File: config.mk
export PLATFORM = sky130hd
export DESIGN_NAME = regfile_wb_arbiter_flat
export DESIGN_NICKNAME = d
export VERILOG_FILES = /design/src/rtl/regfile_wb_arbiter_if.sv /design/src/rtl/regfile_wb_arbiter.sv /design/src/flat_wrapper.sv
export SDC_FILE = /design/constraint.sdc
export NUM_CORES = 1
export LEC_CHECK = 0
export CAP_MARGIN = 5
export CORE_UTILIZATION = 30
export DETAILED_ROUTE_END_ITERATION = 6
export SYNTH_ARGS = -nofsm -noshare
export SYNTH_HDL_FRONTEND = slang
export SYNTH_SLANG_ARGS = --single-unit
File: constraint.sdc
create_clock -name Clk -period 4 [get_ports Clk]
set_clock_uncertainty 0.2 [all_clocks]
set_input_delay 0.4 -clock Clk [delete_from_list [all_inputs] [get_ports Clk]]
set_output_delay 0.4 -clock Clk [all_outputs]
set_load 0.01 [all_outputs]
File: src/rtl/regfile_wb_arbiter_if.sv
// regfile_wb_arbiter_if: writeback request handshake for the ALU (req0) and load path (req1)
interface regfile_wb_arbiter_if;
  logic        req0_valid, req0_ready, req1_valid, req1_ready;
  logic [4:0]  req0_rd, req1_rd;
  logic [63:0] req0_data, req1_data;
  modport master (output req0_valid, req0_rd, req0_data, req1_valid, req1_rd, req1_data,
                  input req0_ready, req1_ready);
  modport slave (input req0_valid, req0_rd, req0_data, req1_valid, req1_rd, req1_data,
                 output req0_ready, req1_ready);
endinterface

File: src/rtl/regfile_wb_arbiter.sv
// regfile_wb_arbiter: two-requester RegisterFile write-port arbiter with busy scoreboard.
// Define REGARB_FIXED_PRI_EN for fixed priority to requester 1 instead of round-robin.
module regfile_wb_arbiter (
  input  logic                       Clk,
  input  logic                       Reset,
  regfile_wb_arbiter_if.slave        req,
  input  logic                       alloc_valid,
  input  logic [4:0]                 alloc_rd,
  input  logic [4:0]                 RA,
  input  logic [4:0]                 RB,
  output logic                       hazA,
  output logic                       hazB,
  output logic [31:0]                busy,
  output logic                       RegWr,
  output logic [4:0]                 RW,
  output logic [63:0]                BusW
);
  logic        z0, z1, e0, e1, g0, g1, grant;
  logic [4:0]  wrd;
  logic [63:0] wdata;
  logic [31:0] busy_n;
  always_comb begin
    z0 = req.req0_valid && req.req0_rd == 5'd31;
    z1 = req.req1_valid && req.req1_rd == 5'd31;
    e0 = req.req0_valid && req.req0_rd != 5'd31;
    e1 = req.req1_valid && req.req1_rd != 5'd31;
  end
`ifdef REGARB_FIXED_PRI_EN
  assign g1 = e1;
  assign g0 = e0 && !e1;
`else
  // last = 1 favours requester 0; it always records the most recent winner
  logic last;
  assign g0 = e0 && (!e1 || last);
  assign g1 = e1 && (!e0 || !last);
  always_ff @(posedge Clk or posedge Reset)
    if (Reset) last <= 1'b1;
    else if (g0 || g1) last <= g1;
`endif
  assign grant         = g0 || g1;
  assign wrd           = g1 ? req.req1_rd : req.req0_rd;
  assign wdata         = g1 ? req.req1_data : req.req0_data;
  assign req.req0_ready = !Reset && (z0 || g0);
  assign req.req1_ready = !Reset && (z1 || g1);
  // set after clear so a same-edge re-allocation keeps the register busy
  always_comb begin
    busy_n = grant ? busy & ~(32'd1 << wrd) : busy;
    busy_n = (alloc_valid && alloc_rd != 5'd31) ? busy_n | (32'd1 << alloc_rd) : busy_n;
    busy_n[31] = 1'b0;
  end
  always_ff @(posedge Clk or posedge Reset)
    if (Reset) begin
      RegWr <= 1'b0;
      RW    <= '0;
      BusW  <= '0;
      busy  <= '0;
    end else begin
      RegWr <= grant;
      busy  <= busy_n;
      if (grant) begin
        RW   <= wrd;
        BusW <= wdata;
      end
    end
  assign hazA = busy[RA];
  assign hazB = busy[RB];
endmodule

File: src/flat_wrapper.sv
// flat-port wrapper written by rule: the top's interface ports become plain ports
module regfile_wb_arbiter_flat 
  (Clk, Reset, alloc_valid, alloc_rd, RA, RB, hazA, hazB, busy, RegWr, RW, BusW, req_req0_valid, req_req0_rd, req_req0_data, req_req1_valid, req_req1_rd, req_req1_data, req_req0_ready, req_req1_ready);
  regfile_wb_arbiter_if req_i ();
  input  logic Clk;
  input  logic Reset;
  input  logic alloc_valid;
  input  logic [4:0] alloc_rd;
  input  logic [4:0] RA;
  input  logic [4:0] RB;
  output logic hazA;
  output logic hazB;
  output logic [31:0] busy;
  output logic RegWr;
  output logic [4:0] RW;
  output logic [63:0] BusW;
  input wire logic [$bits(req_i.req0_valid)-1:0] req_req0_valid;
  input wire logic [$bits(req_i.req0_rd)-1:0] req_req0_rd;
  input wire logic [$bits(req_i.req0_data)-1:0] req_req0_data;
  input wire logic [$bits(req_i.req1_valid)-1:0] req_req1_valid;
  input wire logic [$bits(req_i.req1_rd)-1:0] req_req1_rd;
  input wire logic [$bits(req_i.req1_data)-1:0] req_req1_data;
  output wire logic [$bits(req_i.req0_ready)-1:0] req_req0_ready;
  output wire logic [$bits(req_i.req1_ready)-1:0] req_req1_ready;
  assign req_i.req0_valid = req_req0_valid;
  assign req_i.req0_rd = req_req0_rd;
  assign req_i.req0_data = req_req0_data;
  assign req_i.req1_valid = req_req1_valid;
  assign req_i.req1_rd = req_req1_rd;
  assign req_i.req1_data = req_req1_data;
  assign req_req0_ready = req_i.req0_ready;
  assign req_req1_ready = req_i.req1_ready;
  regfile_wb_arbiter u_core (.Clk(Clk), .Reset(Reset), .req(req_i), .alloc_valid(alloc_valid), .alloc_rd(alloc_rd), .RA(RA), .RB(RB), .hazA(hazA), .hazB(hazB), .busy(busy), .RegWr(RegWr), .RW(RW), .BusW(BusW));
endmodule
* Word-level counts from Yosys, hierarchy flattened
Cells that the tools add are included.
** Word-level totals
- Register bits after elaboration :: 102
- Output and inout port bits :: 106
** Operators by class
- Shifts and indexed selects :: 2
- Order comparisons :: 2
- Bitwise logic cells :: 3
- Equal/unequal tests :: 5
- Muxes and demuxes :: 8
- Reduce and logical (&&, ||, !) cells :: 18
** Operator list (count)
- 64-bit two-way mux :: 1
- 31-bit two-way mux :: 2
- 1-bit by 5-bit left shift with 31-bit output (first input constant) :: 2
- 31-bit bitwise AND :: 1
- 31-bit inverter :: 1
- 31-bit bitwise OR :: 1
- 5-bit != test (second input constant) :: 3
- 5-bit by 6-bit < comparator with 1-bit output (second input constant) :: 2
- 1-bit binary-select mux with 5-bit select :: 2
- 5-bit equality test (second input constant) :: 2
- 1-bit logical AND :: 9
- 1-bit logical OR :: 5
- 5-bit two-way mux :: 1
- 1-bit logical NOT :: 4
- 1-bit two-way mux :: 2

* Logic depth before layout (Yosys ltp)
- Depth after elaboration :: 12
- Gate-level depth with buffers :: 8
- Gate-level depth less buffers :: 6

* Least setup slack after synthesis
Ideal clock, no wire load.
- Path type :: in2out
- Start point :: in Reset
- End point :: out req_req0_ready
- Buffers on the path :: 0
- Required time :: 3.400 ns
- Stages :: 2
- Path slack :: 0.395 ns
- Data arrival time :: 3.005 ns
- Cell sequence :: inv_1 > and3_1
** On the way
- Word-level cells in the longest chain between the ends :: 2
** Ends and longest elaborated chain
- start: declaration :: line flat_wrapper.sv:6 : input logic Reset;
- 1-bit logical NOT (no source line)
- 1-bit logical AND :: line regfile_wb_arbiter.sv:43 : assign req.req0_ready = !Reset && (z0 || g0);
- end: declaration :: line flat_wrapper.sv:23 : output wire logic [$bits(req_i.req0_ready)-1:0] req_req0_ready;
No other way between the ends.

* Worst setup path after layout
- Start point :: in RA[0]
- End point :: out hazA
** On the way
- Word-level cells in the longest chain between the ends :: 2
** Ends and longest elaborated chain
- start: declaration :: line flat_wrapper.sv:9 : input logic [4:0] RA;
- 1-bit binary-select mux with 5-bit select :: line regfile_wb_arbiter.sv:65 : assign hazA = busy[RA];
- 1-bit two-way mux (not written as such) :: line regfile_wb_arbiter.sv:65
- end: declaration :: line flat_wrapper.sv:11 : output logic hazA;
No other way between the ends. The select of a mux whose other input is x is not followed.

==> impl_metrics.py <==
metrics = {
    "clock_tree": {
        "cts.repair.resized": 0,
        "post_cts_buffers": 0,
        "clk_pin_slew_ps": 70,
        "cts-root-buf": "clkbuf_16",
        "postCtsHoldBufs": 0,
        "cts_tree": "yes",
        "cts.htree.levels": 3,
        "cts_buffer_depth": 2,
        "clock_latency_ps": 340,
        "cts.sinks": 102,
        "numCtsBuffers": 9,
    },
    "detailed_routing": {
        "antenna_left": 0,
        "num_vias": 5048,
        "first_pass_iters": 5,
        "routedWlPerCell_um": 18.0,
        "viasPerCell": 5.01,
        "route.detailed.drc": 0,
        "drtIter0Drc": 275,
        "wl_mm": 18.1,
    },
    "grt": {
        "first_global_vias": 5146,
        "antenna_found_initial": 1,
        "grt_max_degree": 47,
        "grt_first_pass_wirelength_mm": 27.5,
        "gr-total-overflow": 0,
        "grt_usage": 0.196,
    },
    "yosys": {
        "synth_area_sq_um": 5390,
        "synth_area_leaders": "dfrtp_1, mux2i_1, mux4_2, a21oi_1, nor2_1",
        "synth_top_area_share": 0.469,
        "synthCells": 525,
        "synth_warnings": 0,
        "synth_nets": 683,
        "postSynthAreaPerCell_sq_um": 10.3,
        "synth_flop_cell": "dfrtp_1",
        "postSynth.asyncResetShare": 1.00,
        "synth_cell_types": 45,
        "seq_area_frac_synth": 0.474,
        "yosys_register_bits": 102,
        "yosys.area.top_type": "dfrtp_1",
        "synth_edf_count": 0,
    },
    "critical_path": {
        "cp_max_fo": 9,
        "r2r-start": "u_core.last$_DFFE_PP1N_",
        "r2r-end": "u_core.busy[0]$_DFF_PP0_",
        "arrival_ps": 3000,
        "start_kind": "input port",
        "startpoint": "RA[0]",
        "path_class": "input port to primary output",
        "endpoint": "hazA",
        "crit_required_ps": 3400,
        "reg2reg_slack_ps": 1630,
        "critical_path.endpoint_type": "primary output",
        "r2r_cells": 5,
    },
    "finish": {
        "fin_nets": 935,
        "post-route-cell-area_sq_um": 8530,
        "n_fill_cell": 1586,
        "layout-drive-gt1-share": 0.0755,
        "area_delta_synth_final_pct": 58.3,
    },
    "timing": {
        "rsz0062_at_grt": "no",
        "setup_tns_ps": 0,
        "post-route-min-period_ps": 3600,
        "maxSlewHeadroom": 0.466,
        "fin_crit_sh": 0.900,
        "tightestPinTransition_ps": 801,
        "hold_violations": 0,
        "finalSetupViolations": 0,
        "maxSlewViolCount": 0,
        "max_clock_freq_mhz": 278,
        "fin_ws_ps": 398,
    },
    "placement": {
        "dp_hpwl_mm": 14.3,
        "pre_cts_slack_ps": 384,
        "port_buffers": 262,
        "postPlaceCellArea_sq_um": 8230,
        "place.gp.congestion": 0.886,
    },
    "power": {
        "peakVddDrop_mv": 0.207,
        "p_leak_nw": 3.64,
        "powerDensity_nw_per_um2": 402,
    },
    "die": {
        "start_util": 0.309,
        "coreArea_sq_um": 17400,
        "ios": 264,
        "fp.dieH_um": 136,
        "fp-row-count": 48,
        "die_area_sq_um": 18500,
        "die_x_um": 136,
    },
    "status": {
        "status": "complete, no violations",
    },
    "min_path": {
        "hold_path.class": "input port to asynchronous set/reset pin",
    },
    "job": {
        "max-cap-violations": 0,
    },
}
[layer usage]
| layer | wire length [um] | share of wire | track usage |
|---|---|---|---|
| met5 | 0 | 0 | 0 |
| met4 | 510 | 0.028 | 0.0778 |
| met1 | 7470 | 0.41 | 0.247 |
| met3 | 1470 | 0.081 | 0.0515 |
| met2 | 8620 | 0.48 | 0.320 |
[placed cells by master (no fill, tap or decap), types with 3 or more instances in the layout]
cell             count
clkdlybuf4s50_1    262
nand2_1             46
nor2_1              81
mux2i_1             68
o31ai_1             12
inv_1                9
a21oi_1             74
o21ai_0             36
mux4_2              18
buf_12               4
buf_4                6
clkbuf_16            9
a22oi_1              3
o211a_1              3
nor3_1               3
o22ai_1              3
dfrtp_1            101
[synth_stat cells, drive strengths merged (2+ instances only)]
cell	instances
a211oi	2
inv	10
a22oi	3
and3	2
nor3	4
buf	22
o21ai	37
a21oi	74
nor2	82
o21a	2
o22ai	3
dfrtp	101
a31oi	4
nor4	3
mux2	2
o211a	3
nand2	48
o31ai	12
o211ai	3
mux2i	68
nand2b	2
clkbuf	9
nand4	2
mux4	18
nor4b	2
[stage by stage]
| step | util | cells | total power, mW | hold WS [ps] |
|---|---|---|---|---|
| 2_1_floorplan | - | 525 | 1.86 | 290 |
| 3_3_place_gp | 0.473 | 991 | 2.56 | 285 |
| 3_5_place_dp | 0.473 | 991 | 2.57 | 297 |
| 4_1_cts | 0.489 | 1006 | 3.46 | 146 |
| 5_1_grt | 0.489 | 1006 | 3.60 | 160 |
| 6_report | 0.490 | 1007 | 3.43 | 140 |
[worst max-delay path, stage by stage]
cell,delay [ps]
clkdlybuf4s50_1,780
mux4_2,570
mux4_2,480
mux2_2,280
clkdlybuf4s50_1,490
[state kept, by name, indices dropped and copies added, names as in the netlist]
register / flops
u_core.last: 1
u_core.busy: 31
u_core.BusW: 64
u_core.RegWr: 1
u_core.RW: 5
[logic make-up (layout without fill, tap and decap cells)]
group | count (synthesis) | in the layout | share of synthesized area
and+or+nand+nor | 148 | 148 | 0.122
AOI/OAI and AO/OA | 145 | 145 | 0.155
DFF | 102 | 102 | 0.474
muxes | 88 | 88 | 0.206
buffers and inverters | 41 | 297 | 0.0428
other | 1 | 2 | 0.000696
[worst min-delay path by stage]
stage                                         from                        to  slack, ps  cells after the start
after floorplan            u_core.last$_DFFE_PP1N_   u_core.last$_DFFE_PP1N_        290                      2
after global placement    u_core.RW[4]$_DFFE_PP0N_  u_core.RW[4]$_DFFE_PP0N_        280                      1
after detailed placement  u_core.RW[4]$_DFFE_PP0N_  u_core.RW[4]$_DFFE_PP0N_        300                      1
after CTS                                    Reset  u_core.RW[2]$_DFFE_PP0N_        150                      2
after global routing                         Reset  u_core.RW[2]$_DFFE_PP0N_        160                      2
final                                        Reset  u_core.RW[2]$_DFFE_PP0N_        140                      2
[layout make-up]
type / instances / area, sq um / area share
repair buffers: 272 / 2750 / 0.322
multi-input cells: 382 / 2610 / 0.306
flip-flops and latches: 102 / 2550 / 0.300
well taps: 225 / 282 / 0.0330
clock buffers: 12 / 246 / 0.0289
clock inverters: 3 / 45.0 / 0.00528
inverters: 10 / 40.0 / 0.00470
diodes: 1 / 2.50 / 0.000294
[power breakdown]
| part | switching (mW) | internal (mW) |
|---|---|---|
| sequential | 0.191 | 1.21 |
| clock | 0.377 | 0.500 |
| combinational | 0.471 | 0.683 |
| total | 1.04 | 2.39 |
Note: power is estimated with default switching activity, not from simulation.
==> edit 1: new RTL, config.mk and constraints unchanged <==
The option `REGARB_FIXED_PRI_EN` is turned on by a define.
--- a/src/rtl/regfile_wb_arbiter.sv
+++ b/src/rtl/regfile_wb_arbiter.sv
@@ -1,5 +1,7 @@
 // regfile_wb_arbiter: two-requester RegisterFile write-port arbiter with busy scoreboard.
 // Define REGARB_FIXED_PRI_EN for fixed priority to requester 1 instead of round-robin.
+`define REGARB_FIXED_PRI_EN
+
 module regfile_wb_arbiter (
   input  logic                       Clk,
   input  logic                       Reset,
Function: changed (a bounded check fails within 4 cycles, from zero or initial values and one cycle with Reset high).
==> edit 1 against the unedited design <==
- sequential cell count fell by 1
- worst setup slack improved by 140 ps
- synthesized area fell by 0.44%
- via count rose by 2.4%
- critical path depth rose by 2
- wire length rose by 9.3%
- final area fell by 0.70%
- total power fell by 5.6%
- largest power group unchanged
==> edit 1: results (changes against the unedited design) <==
[logic_synthesis]
synth_nets = 686  ; +0.44%
yosys-mux-area-fraction_pct = 19.6  ; -1.0 points
synth_area_per_cell_um2 = 10.2  ; -1.0%
yosysUniqueCellTypes = 50  ; +11%
synthTopCellsByCount = o21ai_0 (106), dfrtp_1 (101), nand2_1 (84), mux2i_1 (70), o31ai_1 (19)
ys_seq_area_share_pct = 47.1  ; -0.28 points
ys_top_cells_by_area = dfrtp_1 (47%), mux2i_1 (13%), o21ai_0 (9.9%), mux4_2 (5.9%), nand2_1 (5.9%)
synth_compound_area_share_pct = 17.4  ; +1.9 points
synthAdderAreaFrac_pct = 0  ; unchanged

[hold_path]
hold_path.class = reg -> reg

[place]
finalWeightedCongestion = 0.907  ; +2.4%
place_area_um2 = 8170  ; -0.74%
pre_cts_slack_ps = 529  ; +146 ps
place_inst = 987  ; -0.40%
post-dp-hpwl_um = 15000  ; +5.2%

[outcome]
status = finished, final reports clean

[power]
cellLeakagePower_nw = 3.49  ; -4.1%
ir_drop_uv = 177  ; -14%

[grt]
met2_usage_pct = 35.4  ; +3.4 points
grt_util_met3_pct = 5.76  ; +0.62 points
grt_pass1_vias = 5297  ; +2.9%
grt_use_met1_pct = 26.9  ; +2.2 points
antenna_found_initial = 0  ; -1
grt_first_pass_wirelength_um = 30200  ; +9.8%
grt_max_degree = 84  ; +79%
grt_usage_pct = 21.6  ; +2.0 points

[critical_path]
crit_arrival_ps = 2870  ; -130 ps
rr_startpoint = u_core.busy[26]
setup.worst_path.start = RA[2]
rr_worst_depth = 2  ; -3
reg2reg_slack_ps = 2960  ; +1330 ps
r2r-end = u_core.busy[26]

[sta]
setup_slack_ps = 534  ; +135 ps
worst_pin_slew_ps = 857  ; +55.5 ps

[cells_and_area]
final_layout_size_suffix_gt1_share_pct = 6.17  ; -1.4 points
fillers = 1564  ; -1.4%
antenna_cells = 0  ; -1
fin_nets = 931  ; -0.43%

[detailed_routing]
first_pass_iters = 6  ; +1
via_count = 5171  ; +2.4%
routed-wl-met2_um = 9590  ; +11%
wl_met1_um = 8050  ; +7.8%
drt-initial-drc-count = 360  ; +31%
wire_per_inst_um = 19.7  ; +9.7%
dr_wl_met3_um = 1610  ; +9.2%

-- edit 1: changes by cell type after synthesis, sizes merged, moves of 4 or more --
cell	before	now
mux4	18	14
buf	22	17
clkbuf	9	16
o31ai	12	19
nand2	48	84
nor2b	0	5
nor2	82	9
a21oi	74	3
nand2b	2	6
o21ai	37	117
-- edit 1: worst min path at each step --
stage                   endpoint  slack, ps  cells past startpoint          from
floorplan           u_core.RW[0]        310                      2  u_core.RW[0]
global placement    u_core.RW[0]        260                      2  u_core.RW[0]
detailed placement  u_core.RW[0]        260                      2  u_core.RW[0]
CTS                 u_core.RW[0]        270                      2  u_core.RW[0]
global route        u_core.RW[0]        310                      2  u_core.RW[0]
finish              u_core.RW[0]        270                      2  u_core.RW[0]
-- edit 1: layout make-up --
class / count / area (um^2) / share of cell area [%]
clock buffer: 13 / 270 / 3.19
tap: 225 / 282 / 3.33
inverter: 8 / 32.5 / 0.384
timing repair buffer: 267 / 2670 / 31.6
multi-input combinational: 386 / 2660 / 31.4
sequential: 101 / 2530 / 29.9
clock inverter: 3 / 25.0 / 0.296
-- edit 1: where the power goes --
part | switching (mW) | internal (mW) | leakage (nW)
clock | 0.398 | 0.479 | 0.143
combinational | 0.410 | 0.595 | 2.12
sequential | 0.182 | 1.17 | 1.23
total | 0.989 | 2.25 | 3.49
-- edit 1: critical path, stage by stage --
cell	delay [ps]
clkdlybuf4s50_1	690
mux4_2	540
nor2b_1	140
a2111oi_0	390
a31oi_1	80
o211a_1	140
clkdlybuf4s50_1	480
-- edit 1: kinds of logic after synthesis --
group / after synthesis
multiplexers: 87
buffers and inverters: 41
flip-flops: 101
AND/OR/NAND/NOR: 137
AO/OA/AOI/OAI: 161
other: 1
==> edit 2: new RTL, same settings <==
Made on the original files. Make the reset (`Reset`) synchronous in 2 clocked blocks.
--- a/src/rtl/regfile_wb_arbiter.sv
+++ b/src/rtl/regfile_wb_arbiter.sv
@@ -33,7 +33,7 @@
   logic last;
   assign g0 = e0 && (!e1 || last);
   assign g1 = e1 && (!e0 || !last);
-  always_ff @(posedge Clk or posedge Reset)
+  always_ff @(posedge Clk)
     if (Reset) last <= 1'b1;
     else if (g0 || g1) last <= g1;
 `endif
@@ -48,7 +48,7 @@
     busy_n = (alloc_valid && alloc_rd != 5'd31) ? busy_n | (32'd1 << alloc_rd) : busy_n;
     busy_n[31] = 1'b0;
   end
-  always_ff @(posedge Clk or posedge Reset)
+  always_ff @(posedge Clk)
     if (Reset) begin
       RegWr <= 1'b0;
       RW    <= '0;
Formal check against the unedited RTL: differs if Reset is asserted again (counterexample within 4 cycles, from zero or initial values and one cycle with Reset high); with Reset held inactive, the same outputs for 4 cycles.
==> edit 2 against the unedited design <==
- total power decreased by 20%
- sequential cell count unchanged
- worst setup slack improved by 18 ps
- non-clock buffer count decreased by 4
- clock power increased by 10%
- wire length increased by 13%
- final area decreased by 0.65%
- synthesized area increased by 1.3%
- count of clock-buffer cells in the layout increased by 1
- critical path type unchanged
==> edit 2: results (changes against the unedited design) <==
[outcome]
status = finished, final reports clean

[logic_synthesis]
synth_nets = 837  ; +23%
synth_area_per_cell_um2 = 8.04  ; -22%
yosysUniqueCellTypes = 54  ; +20%
synthArstFlopShare_pct = 0  ; -100 points
synth_flop_cell = dfxtp_1
ys_top_cells_by_area = dfxtp_1 (37%), a311oi_1 (14%), nand2_1 (12%), mux4_2 (7.4%), nor2_1 (6.3%)

[critical_path]
max_stage_delay_ps = 800  ; +20 ps
rr_startpoint = u_core.last
r2r-end = u_core.BusW[62]
crit_arrival_ps = 2980  ; -20 ps
reg2reg_slack_ps = 1680  ; +50 ps
cp-endpoint = hazB

[cells_and_area]
multi_input_cells = 512  ; +34%
nNonClkBuffers = 268  ; -1.5%
clock_area_share_pct = 3.75  ; +0.33 points
clockBufferCount = 13  ; +1
antenna_cells = 0  ; -1
syn2layout_area_growth_pct = 55.2
seq_area_share_pct = 24.1  ; -5.8 points
fillers = 1710  ; +7.8%
multi_input_area_um2 = 3140  ; +20%
buffer_area_share_pct = 31.6  ; -0.62 points
instances_no_fill = 1126  ; +12%
final_layout_size_suffix_gt1_share_pct = 5.33  ; -2.2 points
n_all_inverters = 3  ; -7

[place]
pre_cts_slack_ps = 391  ; +6.64 ps
finalWeightedCongestion = 0.924  ; +4.3%
place_area_um2 = 8150  ; -0.96%
post-dp-hpwl_um = 15100  ; +5.6%

[grt]
grt_usage_pct = 21.7  ; +2.1 points
grt_pass1_vias = 5666  ; +10%
grt_max_degree = 98  ; +110%
antenna_found_initial = 2  ; +1

[sta]
worst_pin_slew_ps = 723  ; -77.7 ps
whs_ps = 298  ; +158 ps
finalCritPeriodShare_pct = 89.6  ; -0.44 points

[power]
cellLeakagePower_nw = 3.06  ; -16%
ir_drop_uv = 214  ; +3.4%
netSwitchingFraction_pct = 27.1  ; -3.2 points

[detailed_routing]
wl_met1_um = 8450  ; +13%
routed-wl-met2_um = 9860  ; +14%
dr_wl_met3_um = 1800  ; +22%
first_pass_iters = 4  ; -1
drt-initial-drc-count = 401  ; +46%
highest_layer = met5
vias_per_cell = 5.23  ; +4.4%

## edit 2: cell types whose count changed in the layout (fill, tap and decap cells not counted), moves of 6 or more
cell | unedited run | this run
a21oi_1 | 74 | 29
a311oi_1 | 0 | 88
dfrtp_1 | 101 | 0
dfxtp_1 | 0 | 102
inv_1 | 9 | 3
mux2i_1 | 68 | 3
nand2_1 | 46 | 167
nand2b_1 | 2 | 10
nand3_1 | 1 | 9
nor2_1 | 81 | 92
nor2b_1 | 0 | 12
o21ai_0 | 36 | 14
o31ai_1 | 12 | 3
## edit 2: cell families after synthesis
logic type      share of synthesized area (%)
simple gates                             25.1
compound gates                           23.9
flops                                    37.4
buf+inv                                  5.16
mux                                      8.39
other cells                            0.0687
## edit 2: worst min-delay path, stage by stage (launching register included)
cell and delay (ps):
dfxtp_1 310, nor2_1 90, a311oi_1 50
## edit 2: worst min path at each step
stage                    start         endpoint  cells after the start
2_1_floorplan     u_core.RW[4]     u_core.RW[4]                      2
3_3_place_gp      u_core.RW[4]     u_core.RW[4]                      2
3_5_place_dp      u_core.RW[4]     u_core.RW[4]                      2
4_1_cts           u_core.RW[4]     u_core.RW[4]                      2
5_1_grt        u_core.BusW[39]  u_core.BusW[39]                      2
6_report       u_core.BusW[22]  u_core.BusW[22]                      2
## edit 2: power groups by stage
stage	Clock, mW	Sequential [mW]	Combinational (mW)
final	0.965	1.12	0.651
after global routing	1.02	1.13	0.704
after CTS	0.987	1.12	0.655
after detailed placement	0	1.15	0.652
after global placement	0	1.14	0.655
after floorplan	0	1.17	0.261
## edit 2: metal layers
metal | track usage [%] | vias up
met5 | 0 | -
met4 | 7.20 | 4
met3 | 6.70 | 27
met2 | 36.5 | 227
met1 | 26.2 | 2713
li1 | - | 2921
